**src/rtl/input_conditioner_pkg.sv**
```systemverilog
// Shared definitions for the CORDIC input conditioner: FSM encoding,
// Q2.20 saturation limits, IEEE-754 single field layout and float halving.
package input_conditioner_pkg;

  typedef enum logic [2:0] {
    IDLE  = 3'b000,
    LATCH = 3'b001,
    CONV  = 3'b010,
    WAIT  = 3'b011,
    DONE  = 3'b111
  } state_t;

  // Float and fixed-point widths the converter and halving logic are built for
  localparam int FLT_W    = 32;
  localparam int FIX_W    = 22;
  localparam int FIX_FRAC = 20;

  // Q2.20 rails used when |x| >= 2 or the operand is Inf/NaN
  localparam logic [FIX_W-1:0] FIX_MAX = 22'h1FFFFF;
  localparam logic [FIX_W-1:0] FIX_MIN = 22'h200000;

  // IEEE-754 single-precision field layout
  localparam int SIGN_POS = 31;
  localparam int EXP_LSB  = 23;
  localparam int EXP_W    = 8;
  localparam int MAN_W    = 23;
  localparam int EXP_BIAS = 127;

  localparam logic [EXP_W-1:0] EXP_SPECIAL = 8'hFF;

  // x/2 by exponent decrement; tiny inputs flush to a signed zero and
  // Inf/NaN pass through untouched.
  function automatic logic [FLT_W-1:0] half_float(input logic [FLT_W-1:0] x);
    logic [EXP_W-1:0] e;
    e = x[EXP_LSB +: EXP_W];
    if (e == EXP_SPECIAL) begin
      half_float = x;
    end else if (e <= 8'd1) begin
      half_float = {x[SIGN_POS], {(FLT_W-1){1'b0}}};
    end else begin
      half_float = {x[SIGN_POS], e - 8'd1, x[MAN_W-1:0]};
    end
  endfunction

endpackage

```
**src/rtl/input_conditioner_float_to_fixed.sv**
```systemverilog
// Combinational IEEE-754 single -> signed Q2.20 converter with saturation flag.
module float_to_fixed
  import input_conditioner_pkg::*;
(
  input  logic [FLT_W-1:0] flt,
  output logic [FIX_W-1:0] fix,
  output logic             sat
);

  // Exponent at which the 24-bit significand lands exactly on Q2.20 (130)
  localparam int SHIFT_ZERO = EXP_BIAS + MAN_W - FIX_FRAC;
  // Smallest exponent that reaches the |x| >= 2 range
  localparam logic [EXP_W-1:0] EXP_SAT = EXP_W'(EXP_BIAS + 1);
  // At or below this exponent the right shift is >= 24 and the result is 0;
  // it also excludes exponent 0 (zero and denormals)
  localparam logic [EXP_W-1:0] EXP_MIN = EXP_W'(SHIFT_ZERO - (MAN_W + 1));

  logic             sign;
  logic [EXP_W-1:0] exp_f;
  logic [MAN_W-1:0] man;
  logic [EXP_W-1:0] rshift;
  logic [FIX_W-1:0] mag;

  // Shift, negate and saturate. Every non-saturating exponent is below
  // SHIFT_ZERO, so only the right-shift path exists in hardware.
  always_comb begin
    sign   = flt[SIGN_POS];
    exp_f  = flt[EXP_LSB +: EXP_W];
    man    = flt[MAN_W-1:0];
    rshift = EXP_W'(SHIFT_ZERO) - exp_f;
    mag    = FIX_W'({1'b1, man} >> rshift);
    fix    = '0;
    sat    = 1'b0;

    if (exp_f >= EXP_SAT) begin
      if (sign) begin
        fix = FIX_MIN;
        // -2.0 exactly is representable as the negative rail
        sat = (exp_f != EXP_SAT) || (man != '0);
      end else begin
        fix = FIX_MAX;
        sat = 1'b1;
      end
    end else if (exp_f > EXP_MIN) begin
      fix = sign ? (~mag + FIX_W'(1)) : mag;
    end
  end

endmodule

```
**src/rtl/mult.sv**
```systemverilog
// Behavioural model of the float multiplier core: IEEE-754 single product,
// round-to-nearest-even, denormals flushed to zero, LATENCY clock-enabled
// pipeline stages with no reset (the vendor core has none either).
module mult #(
  parameter int LATENCY = 5
) (
  input  logic        clk,
  input  logic        clk_en,
  input  logic [31:0] a,
  input  logic [31:0] b,
  output logic [31:0] result
);

  logic               sign_p;
  logic [7:0]         exp_a, exp_b;
  logic [23:0]        sig_a, sig_b;
  logic [47:0]        prod;
  logic [22:0]        frac;
  logic               guard, sticky, round_up;
  logic [23:0]        frac_rnd;
  logic signed [9:0]  exp_p;
  logic               a_nan, b_nan, a_inf, b_inf, a_zero, b_zero;
  logic [31:0]        comb_res;
  logic [31:0]        pipe [LATENCY];

  // Single-cycle product; the pipeline below supplies the core's latency
  always_comb begin
    exp_a  = a[30:23];
    exp_b  = b[30:23];
    sig_a  = {1'b1, a[22:0]};
    sig_b  = {1'b1, b[22:0]};
    sign_p = a[31] ^ b[31];
    a_zero = (exp_a == 8'd0);
    b_zero = (exp_b == 8'd0);
    a_inf  = (exp_a == 8'hFF) && (a[22:0] == 23'd0);
    b_inf  = (exp_b == 8'hFF) && (b[22:0] == 23'd0);
    a_nan  = (exp_a == 8'hFF) && (a[22:0] != 23'd0);
    b_nan  = (exp_b == 8'hFF) && (b[22:0] != 23'd0);

    prod  = {24'd0, sig_a} * {24'd0, sig_b};
    exp_p = $signed({2'b00, exp_a}) + $signed({2'b00, exp_b}) - 10'sd127;

    // Product of two [1,2) significands lies in [1,4): normalise by one bit
    if (prod[47]) begin
      frac   = prod[46:24];
      guard  = prod[23];
      sticky = |prod[22:0];
      exp_p  = exp_p + 10'sd1;
    end else begin
      frac   = prod[45:23];
      guard  = prod[22];
      sticky = |prod[21:0];
    end

    round_up = guard & (sticky | frac[0]);
    frac_rnd = {1'b0, frac} + {23'd0, round_up};
    // Rounding carry out of the fraction bumps the exponent; fraction is then 0
    if (frac_rnd[23]) begin
      exp_p = exp_p + 10'sd1;
    end

    if (a_nan || b_nan || (a_inf && b_zero) || (b_inf && a_zero)) begin
      comb_res = 32'h7FC0_0000;
    end else if (a_inf || b_inf) begin
      comb_res = {sign_p, 8'hFF, 23'd0};
    end else if (a_zero || b_zero) begin
      comb_res = {sign_p, 31'd0};
    end else if (exp_p >= 10'sd255) begin
      comb_res = {sign_p, 8'hFF, 23'd0};
    end else if (exp_p <= 10'sd0) begin
      comb_res = {sign_p, 31'd0};
    end else begin
      comb_res = {sign_p, exp_p[7:0], frac_rnd[22:0]};
    end
  end

  // Delay line that freezes together with the rest of the pipeline
  always_ff @(posedge clk) begin
    if (clk_en) begin
      pipe[0] <= comb_res;
      for (int i = 1; i < LATENCY; i++) begin
        pipe[i] <= pipe[i-1];
      end
    end
  end

  assign result = pipe[LATENCY-1];

endmodule

```
**src/rtl/input_conditioner.sv**
```systemverilog
// CORDIC front end: latches an operand pair, converts each to Q2.20,
// halves and squares both, then pulses done with all six results held.
module input_conditioner
  import input_conditioner_pkg::*;
#(
  parameter int FLT_DATA_WIDTH    = 32,
  parameter int CORDIC_DATA_WIDTH = 22,
  parameter int MUL_LATENCY       = 5
) (
  input  logic                         clk,
  input  logic                         rst,
  input  logic                         clk_en,
  input  logic                         start,
  input  logic [FLT_DATA_WIDTH-1:0]    x_one,
  input  logic [FLT_DATA_WIDTH-1:0]    x_two,
  output logic                         done,
  output logic                         working,
  output logic [CORDIC_DATA_WIDTH-1:0] out_one,
  output logic [CORDIC_DATA_WIDTH-1:0] out_two,
  output logic [FLT_DATA_WIDTH-1:0]    half_out_one,
  output logic [FLT_DATA_WIDTH-1:0]    half_out_two,
  output logic [FLT_DATA_WIDTH-1:0]    square_out_one,
  output logic [FLT_DATA_WIDTH-1:0]    square_out_two,
  output logic [1:0]                   sat
);

  localparam int CNT_W = $clog2(MUL_LATENCY + 1);

  state_t                         state_reg, state_next;
  logic [CNT_W-1:0]               cnt_reg;
  logic                           cnt_last;
  logic [FLT_DATA_WIDTH-1:0]      x_one_reg, x_two_reg;
  logic [CORDIC_DATA_WIDTH-1:0]   out_one_reg, out_two_reg;
  logic [FLT_DATA_WIDTH-1:0]      half_one_reg, half_two_reg;
  logic [FLT_DATA_WIDTH-1:0]      sq_one_reg, sq_two_reg;
  logic [1:0]                     sat_reg;
  logic [FLT_DATA_WIDTH-1:0]      conv_in;
  logic [CORDIC_DATA_WIDTH-1:0]   conv_fix;
  logic                           conv_sat;
  logic [FLT_DATA_WIDTH-1:0]      mult_in  [2];
  logic [FLT_DATA_WIDTH-1:0]      mult_res [2];

  // Counter value 1 in WAIT means the squares emerge from the core this cycle
  assign cnt_last = (cnt_reg == CNT_W'(1));

  // State register; clk_en freezes the whole sequence
  always_ff @(posedge clk) begin
    if (!rst) begin
      state_reg <= IDLE;
    end else if (clk_en) begin
      state_reg <= state_next;
    end
  end

  // Next-state decode; start outside IDLE is simply not looked at
  always_comb begin
    state_next = state_reg;
    case (state_reg)
      IDLE:    if (start) state_next = LATCH;
      LATCH:   state_next = CONV;
      CONV:    state_next = WAIT;
      WAIT:    if (cnt_last) state_next = DONE;
      DONE:    state_next = IDLE;
      default: state_next = IDLE;
    endcase
  end

  // Capture the operand pair on an accepted start
  always_ff @(posedge clk) begin
    if (!rst) begin
      x_one_reg <= '0;
      x_two_reg <= '0;
    end else if (clk_en && state_reg == IDLE && start) begin
      x_one_reg <= x_one;
      x_two_reg <= x_two;
    end
  end

  // Square latency counter: loaded leaving LATCH, counts down through CONV/WAIT
  always_ff @(posedge clk) begin
    if (!rst) begin
      cnt_reg <= '0;
    end else if (clk_en) begin
      if (state_reg == LATCH) begin
        cnt_reg <= CNT_W'(MUL_LATENCY);
      end else if ((state_reg == CONV || state_reg == WAIT) && cnt_reg != '0) begin
        cnt_reg <= cnt_reg - CNT_W'(1);
      end
    end
  end

  // One converter serves both operands: x_one in LATCH, x_two in CONV
  assign conv_in = (state_reg == CONV) ? x_two_reg : x_one_reg;

  float_to_fixed u_float_to_fixed (
    .flt (conv_in),
    .fix (conv_fix),
    .sat (conv_sat)
  );

  // Register conversion results and halves as each operand is processed
  always_ff @(posedge clk) begin
    if (!rst) begin
      out_one_reg  <= '0;
      out_two_reg  <= '0;
      half_one_reg <= '0;
      half_two_reg <= '0;
      sat_reg      <= '0;
    end else if (clk_en) begin
      if (state_reg == LATCH) begin
        out_one_reg  <= conv_fix;
        sat_reg[0]   <= conv_sat;
        half_one_reg <= half_float(x_one_reg);
        half_two_reg <= half_float(x_two_reg);
      end else if (state_reg == CONV) begin
        out_two_reg  <= conv_fix;
        sat_reg[1]   <= conv_sat;
      end
    end
  end

  // Each multiplier squares its own operand straight from the latched register
  assign mult_in[0] = x_one_reg;
  assign mult_in[1] = x_two_reg;

  genvar gi;
  generate
    for (gi = 0; gi < 2; gi++) begin : g_square
      mult #(
        .LATENCY (MUL_LATENCY)
      ) u_mult (
        .clk    (clk),
        .clk_en (clk_en),
        .a      (mult_in[gi]),
        .b      (mult_in[gi]),
        .result (mult_res[gi])
      );
    end
  endgenerate

  // Capture squares as the counter expires on the way into DONE
  always_ff @(posedge clk) begin
    if (!rst) begin
      sq_one_reg <= '0;
      sq_two_reg <= '0;
    end else if (clk_en && state_reg == WAIT && cnt_last) begin
      sq_one_reg <= mult_res[0];
      sq_two_reg <= mult_res[1];
    end
  end

  assign done           = (state_reg == DONE);
  assign working        = (state_reg != IDLE);
  assign out_one        = out_one_reg;
  assign out_two        = out_two_reg;
  assign half_out_one   = half_one_reg;
  assign half_out_two   = half_two_reg;
  assign square_out_one = sq_one_reg;
  assign square_out_two = sq_two_reg;
  assign sat            = sat_reg;

endmodule
```
**config.mk**
```make
export PLATFORM = sky130hd
export DESIGN_NAME = input_conditioner
export DESIGN_NICKNAME = d
export VERILOG_FILES = /design/src/rtl/input_conditioner_pkg.sv /design/src/rtl/input_conditioner_float_to_fixed.sv /design/src/rtl/mult.sv /design/src/rtl/input_conditioner.sv
export SDC_FILE = /design/constraint.sdc
export NUM_CORES = 2
export LEC_CHECK = 0
export CAP_MARGIN = 20
export CORE_UTILIZATION = 59
export CTS_CLUSTER_SIZE = 20
export DETAILED_ROUTE_END_ITERATION = 16
export GPL_ROUTABILITY_DRIVEN = 0
export MAX_ROUTING_LAYER = met4
export PLACE_DENSITY = 0.9
export SYNTH_ARGS = -nofsm -noshare
export SYNTH_HDL_FRONTEND = slang
export SYNTH_SLANG_ARGS = --single-unit
```
**constraint.sdc**
```tcl
create_clock -name clk -period 11.5 [get_ports clk]
set_input_delay 2.3 -clock clk [delete_from_list [all_inputs] [get_ports clk]]
set_output_delay 2.3 -clock clk [all_outputs]
set_load 0.02 [all_outputs]
```
# == Yosys cells after proc, flatten, opt, wreduce, memory -nomap -nowiden ==
# Memories as Yosys holds them, arrays and structs flattened. A register that Yosys moved wholly into a read port is not among the register bits.
# Index checks and enable logic that the tools add are counted.
# Widths: inputs -> output; s select.
# totals
mem_count,2
regBits,180
ram_bits,320
# mem_list
memory,words,word_bits,rd,rd_clocked_by_memory_dff,wr,line_no,rtl
g_square[0].u_mult.pipe,5,32,5,1,5,mult.sv:24,logic [31:0] pipe [LATENCY];
g_square[1].u_mult.pipe,5,32,5,1,5,mult.sv:24,
# op_classes
reduce_logical,38
shift,1
order_cmp,8
n_addsub,15
n_mul,2
eq_ne,10
n_bitwise,6
n_mux,38
# op_table
cell,n
$mux 32,9
$mux 31,6
$mul 24x24->48,2
$mux 22,4
$reduce_bool 23->1,3
$add 23x1->24,2
$logic_not 23->1,2
$mux 23,2
$reduce_or 23->1,2
$reduce_or 22->1,2
$add 10x2->10 const B,4
$mux 10,4
$shr 24x8->22,1
$add 22x1->22 const B,1
$not 22->22,1
$ge 10x9->1 const B,2
$le 10x1->1 const B,2
$sub 10x8->10 const B,2
$add 8x8->9,2
$eq 8x8->1 const B,2
$le 8x1->1 const B,2
$logic_not 8->1,2
$sub 8x1->8 const B,2
$mux 3,4
other kinds (22),53

# == Logic depth before layout (Yosys ltp) ==
# logic_depth
ltp_word,13
ltp_mapped,39
ltp_nobuf,34

# == Hierarchy ==
# From an unflattened synthesis, not the netlist that was laid out.
# unflattened
cells_unflattened,7216
hier_area_um2,67374.6
# by_module_without_submodules
mod,n_inst,area_each_um2,seq_area_each_um2,cells_each
mult at g_square[0].u_mult,1,27372.5,4804.6,2863
mult at g_square[1].u_mult,1,26958.4,4804.6,2814
input_conditioner,1,9899.5,4884.7,1122
float_to_fixed,1,3144.3,0.0,417

# == Worst setup path after synthesis ==
# No wires, ideal clock.
# synth_path
path_kind,register to register
start,register x_two_reg[14]
end,memory g_square[1].u_mult.pipe[0][18] (data pin)
setup_slack_ns,1.786
n_path_buf,7
t_required_ns,11.234
setup_ns,0.266
period_less_slack_ns,9.714
t_arrival_ns,9.448
path_stages_with_launch,40
path_cell_list,dfxtp_1 clkbuf_1 clkbuf_1 nand2_1 fa_1 inv_1 fa_1 inv_1 fa_1 inv_1 fa_1 inv_1 fa_1 inv_1 fa_1 inv_1 fa_1 inv_1 [... 4 more ...] o21bai_1 a31oi_1 a211o_1 and3_1 clkbuf_1 clkbuf_1 buf_1 clkbuf_1 nand2_1 o21ai_0 ha_1 and3_1 o2111ai_1 nor4b_2 mux2i_1 nor2_1 a211oi_1 nor2_1
# synth_rtl
item,line_no,rtl
from (decl),input_conditioner.sv:32,"logic [FLT_DATA_WIDTH-1:0] x_one_reg, x_two_reg;"
from (signal assigned),input_conditioner.sv:75,x_two_reg <= x_two;
to (decl),mult.sv:24,

==> results.sh <==
export IMPL_required_ns=11.92
export IMPL_regMostFlops="g_square.u_mult.pipe"
export IMPL_initial_core_util_pct=59.8
export IMPL_ios=244
export IMPL_netlist_area_um2=58100
export IMPL_synth_flop_cell="edfxtp_1"
export IMPL_hold_path_startpoint="g_square[0].u_mult.pipe[2][30]"
export IMPL_ys_seq_elements=552
export IMPL_utilization_pct=65.4
export IMPL_fill_cells=6900
export IMPL_cp_common_cell="fa_1"
export IMPL_grt_met3_usage_pct=9.81
export IMPL_hpwl_um=124000
export IMPL_cts_reportedPaths_clkPinSlew_ns=0.07
export IMPL_synthDistinctLibCells=104
export IMPL_dr_pass1_iters=6
export IMPL_die_h_um=316
export IMPL_rsz0062_at_grt="false"
export IMPL_design_area_um2=63500
export IMPL_clock_latency_ns=0.67
export IMPL_crit_slowest_cell="dfxtp_1"
export IMPL_grt_use_met2_pct=52.9
export IMPL_drt_iter0_markers=5531
export IMPL_synth_enable_flop_cells=310
export IMPL_globalRoute_busiestLayer="met2"
export IMPL_largest_reg_flops=310
export IMPL_final_nets=7644
export IMPL_crit_path_start_kind="register"
export IMPL_cpPeakStageDelay_ns=0.94
export IMPL_tritoncts="yes"
export IMPL_wl_um=162000
export IMPL_multiInputGateArea_um2=38200
export IMPL_crit_start="x_two_reg[7]"
export IMPL_grt_max_degree=160
export IMPL_fin_crit_sh_pct=91.1
export IMPL_rows=114
export IMPL_syn_avg_cell_area_um2=9.27
export IMPL_async_flop_share_pct=0
export IMPL_status="finished clean"
export IMPL_overflow=0
export IMPL_seq_area_um2=14200
export IMPL_synth_top_area_cell="fa_1"
export IMPL_drive_above_1_share_pct=4.30
export IMPL_vias_per_cell=6.12
export IMPL_total_power_w=0.00542
export IMPL_hp_class="reg -> reg"
export IMPL_post_cts_resized=0
export IMPL_port_buffers=241
export IMPL_via_count=46936
export IMPL_postRouteAntennaNets=0
export IMPL_dieArea_um2=99700
export IMPL_yosysMostFrequentCell="inv_1"
export IMPL_cts_setup_buffers=0
export IMPL_grt_pass1_vias=49275
export IMPL_syn_inst=6269
export IMPL_cts_made_buffers=53
export IMPL_crit_type="reg -> reg"
export IMPL_finalSetupTns_ns=0
export IMPL_wl_per_cell_um=21.1
export IMPL_p_leak_nw=29.1
export IMPL_areaGrowthSynthToFinish_pct=9.34
export IMPL_cts_hold_buffers=0
export IMPL_grt_usage_pct=33.9
export IMPL_cts_max_path_buffers=3
export IMPL_worst_clock_skew_ns=0.0442
export IMPL_yosys_top_cells_count="inv_1, fa_1, nand2_1, ha_1, a21oi_1"
export IMPL_grt_antenna_before_repair=2
export IMPL_crit_arrival_ns=10.90
export IMPL_crit_fanout=23
export IMPL_fmax_mhz=95.4
export IMPL_synth_top_cell_area_share_pct=29.1
export IMPL_worst_pin_slew_ns=1.26
export IMPL_fp_dieW_um=316
export IMPL_ir_worst_vdd_v=0.0000981
export IMPL_synth_top_cells_by_area="fa_1, edfxtp_1, dfxtp_1"
export IMPL_timing_rr_start="x_two_reg[7]"
export IMPL_hold_viol_final=0
export IMPL_drc=0
export IMPL_yosysSeqAreaShare_pct=24.4
export IMPL_core_area_um2=97100
export IMPL_cts_sinks=552
export IMPL_htreeDepth=2
export IMPL_period_needed_ns=10.48
export IMPL_placedInstanceArea_um2=61700
export IMPL_end_kind="register"
export IMPL_setup_violations=0
export IMPL_grt_pass1_wl_um=257000
export IMPL_cts_root_buffer="clkbuf_16"
export IMPL_ys_warn_count=0
export IMPL_gr_usage_met1_pct=39.5
export IMPL_slew_violations=0
export IMPL_power_density_nw_per_um2=85.3
export IMPL_cap_violations=0
export IMPL_max_slew_margin_pct=15.4
worst paths after layout:
kind	slack [ns]	endpoint	cells past startpoint
min reg2reg	0.40	g_square[0].u_mult.pipe[3][30]	0
min	0.40	g_square[0].u_mult.pipe[3][30]	0
max	1.02	g_square[1].u_mult.pipe[0][9]	30
max reg2reg	1.02	g_square[1].u_mult.pipe[0][9]	30
report_power, final:
group	switching (W)	total [W]	internal [W]	leakage (nW)
sequential	0.0000735	0.00225	0.00218	5.06
combinational	0.000916	0.00141	0.000490	23.2
clock	0.000788	0.00176	0.000975	0.851
total	0.00178	0.00542	0.00364	29.1
cells in the final DEF, fill, tap and decap left out, types with 13 or more instances in the layout:
| master | count |
|---|---|
| a211oi_1 | 64 |
| xnor2_1 | 116 |
| o31ai_1 | 16 |
| xor2_1 | 64 |
| a31oi_1 | 35 |
| nand3_1 | 104 |
| nand2b_1 | 13 |
| mux2i_1 | 60 |
| or2_2 | 21 |
| and3_1 | 27 |
| nor3_1 | 85 |
| buf_4 | 95 |
| a22oi_1 | 39 |
| a21o_1 | 32 |
| nor2_1 | 349 |
| fa_1 | 845 |
| or3_1 | 15 |
| o211ai_1 | 34 |
| o21bai_1 | 21 |
| inv_1 | 1200 |
| mux2_2 | 13 |
| dfxtp_1 | 240 |
| o211a_1 | 14 |
| and2_1 | 153 |
| ha_1 | 380 |
| nor2b_1 | 16 |
| clkbuf_16 | 53 |
| nor4_1 | 24 |
| nand2_1 | 821 |
| clkinv_1 | 17 |
| nand4_1 | 49 |
| o21a_1 | 23 |
| edfxtp_1 | 310 |
| or4_1 | 16 |
| a21oi_1 | 373 |
| o21ai_0 | 159 |
| clkdlybuf4s50_1 | 240 |
cell families (layout without fill, tap and decap cells):
family                     after synthesis  after routing  synth area share (%)
other                                    1              6               0.00645
muxes                                   78             78                  1.45
xor gates and xnor gates               181            181                  2.74
buffers and inverters                 1532           1657                  10.0
and+or+nand+nor                       1736           1736                  13.4
DFF                                    552            552                  24.4
adders and majority gates             1225           1225                  37.3
AOI/OAI and AO/OA                      964            964                  10.7
worst max-delay path: cells and delay by family (launching register included):
family / cells / cell delay [ns]
AO/OA/AOI/OAI: 6 / 2.00
adder cells (fa/ha/maj): 8 / 3.91
buffers and inverters: 8 / 1.09
flip-flops: 1 / 0.94
AND/OR/NAND/NOR: 8 / 2.27
area by class of cell:
type	instances	share of cell area [%]
diodes	4	0.0158
clock inverters	32	0.526
repair buffers	343	5.14
flip-flops and latches	552	22.3
well taps	1276	2.51
inverters	1215	7.19
clock buffers	67	2.23
multi-input cells	4186	60.1
through the flow:
stage	hold WS [ns]	instances	setup slack, ns
2_1_floorplan	0.400	6270	1.79
3_3_place_gp	0.401	7566	1.48
3_5_place_dp	0.405	7566	1.14
4_1_cts	0.392	7665	1.13
5_1_grt	0.403	7673	0.526
6_report	0.395	7675	1.02
routing by layer:
layer  routed length, µm  share of wire [%]
met5                   0                  0
met4               10700                6.6
met3               20900                 13
met2               74200                 46
met1               56200                 35
Note: power is estimated with default switching activity, not from simulation.
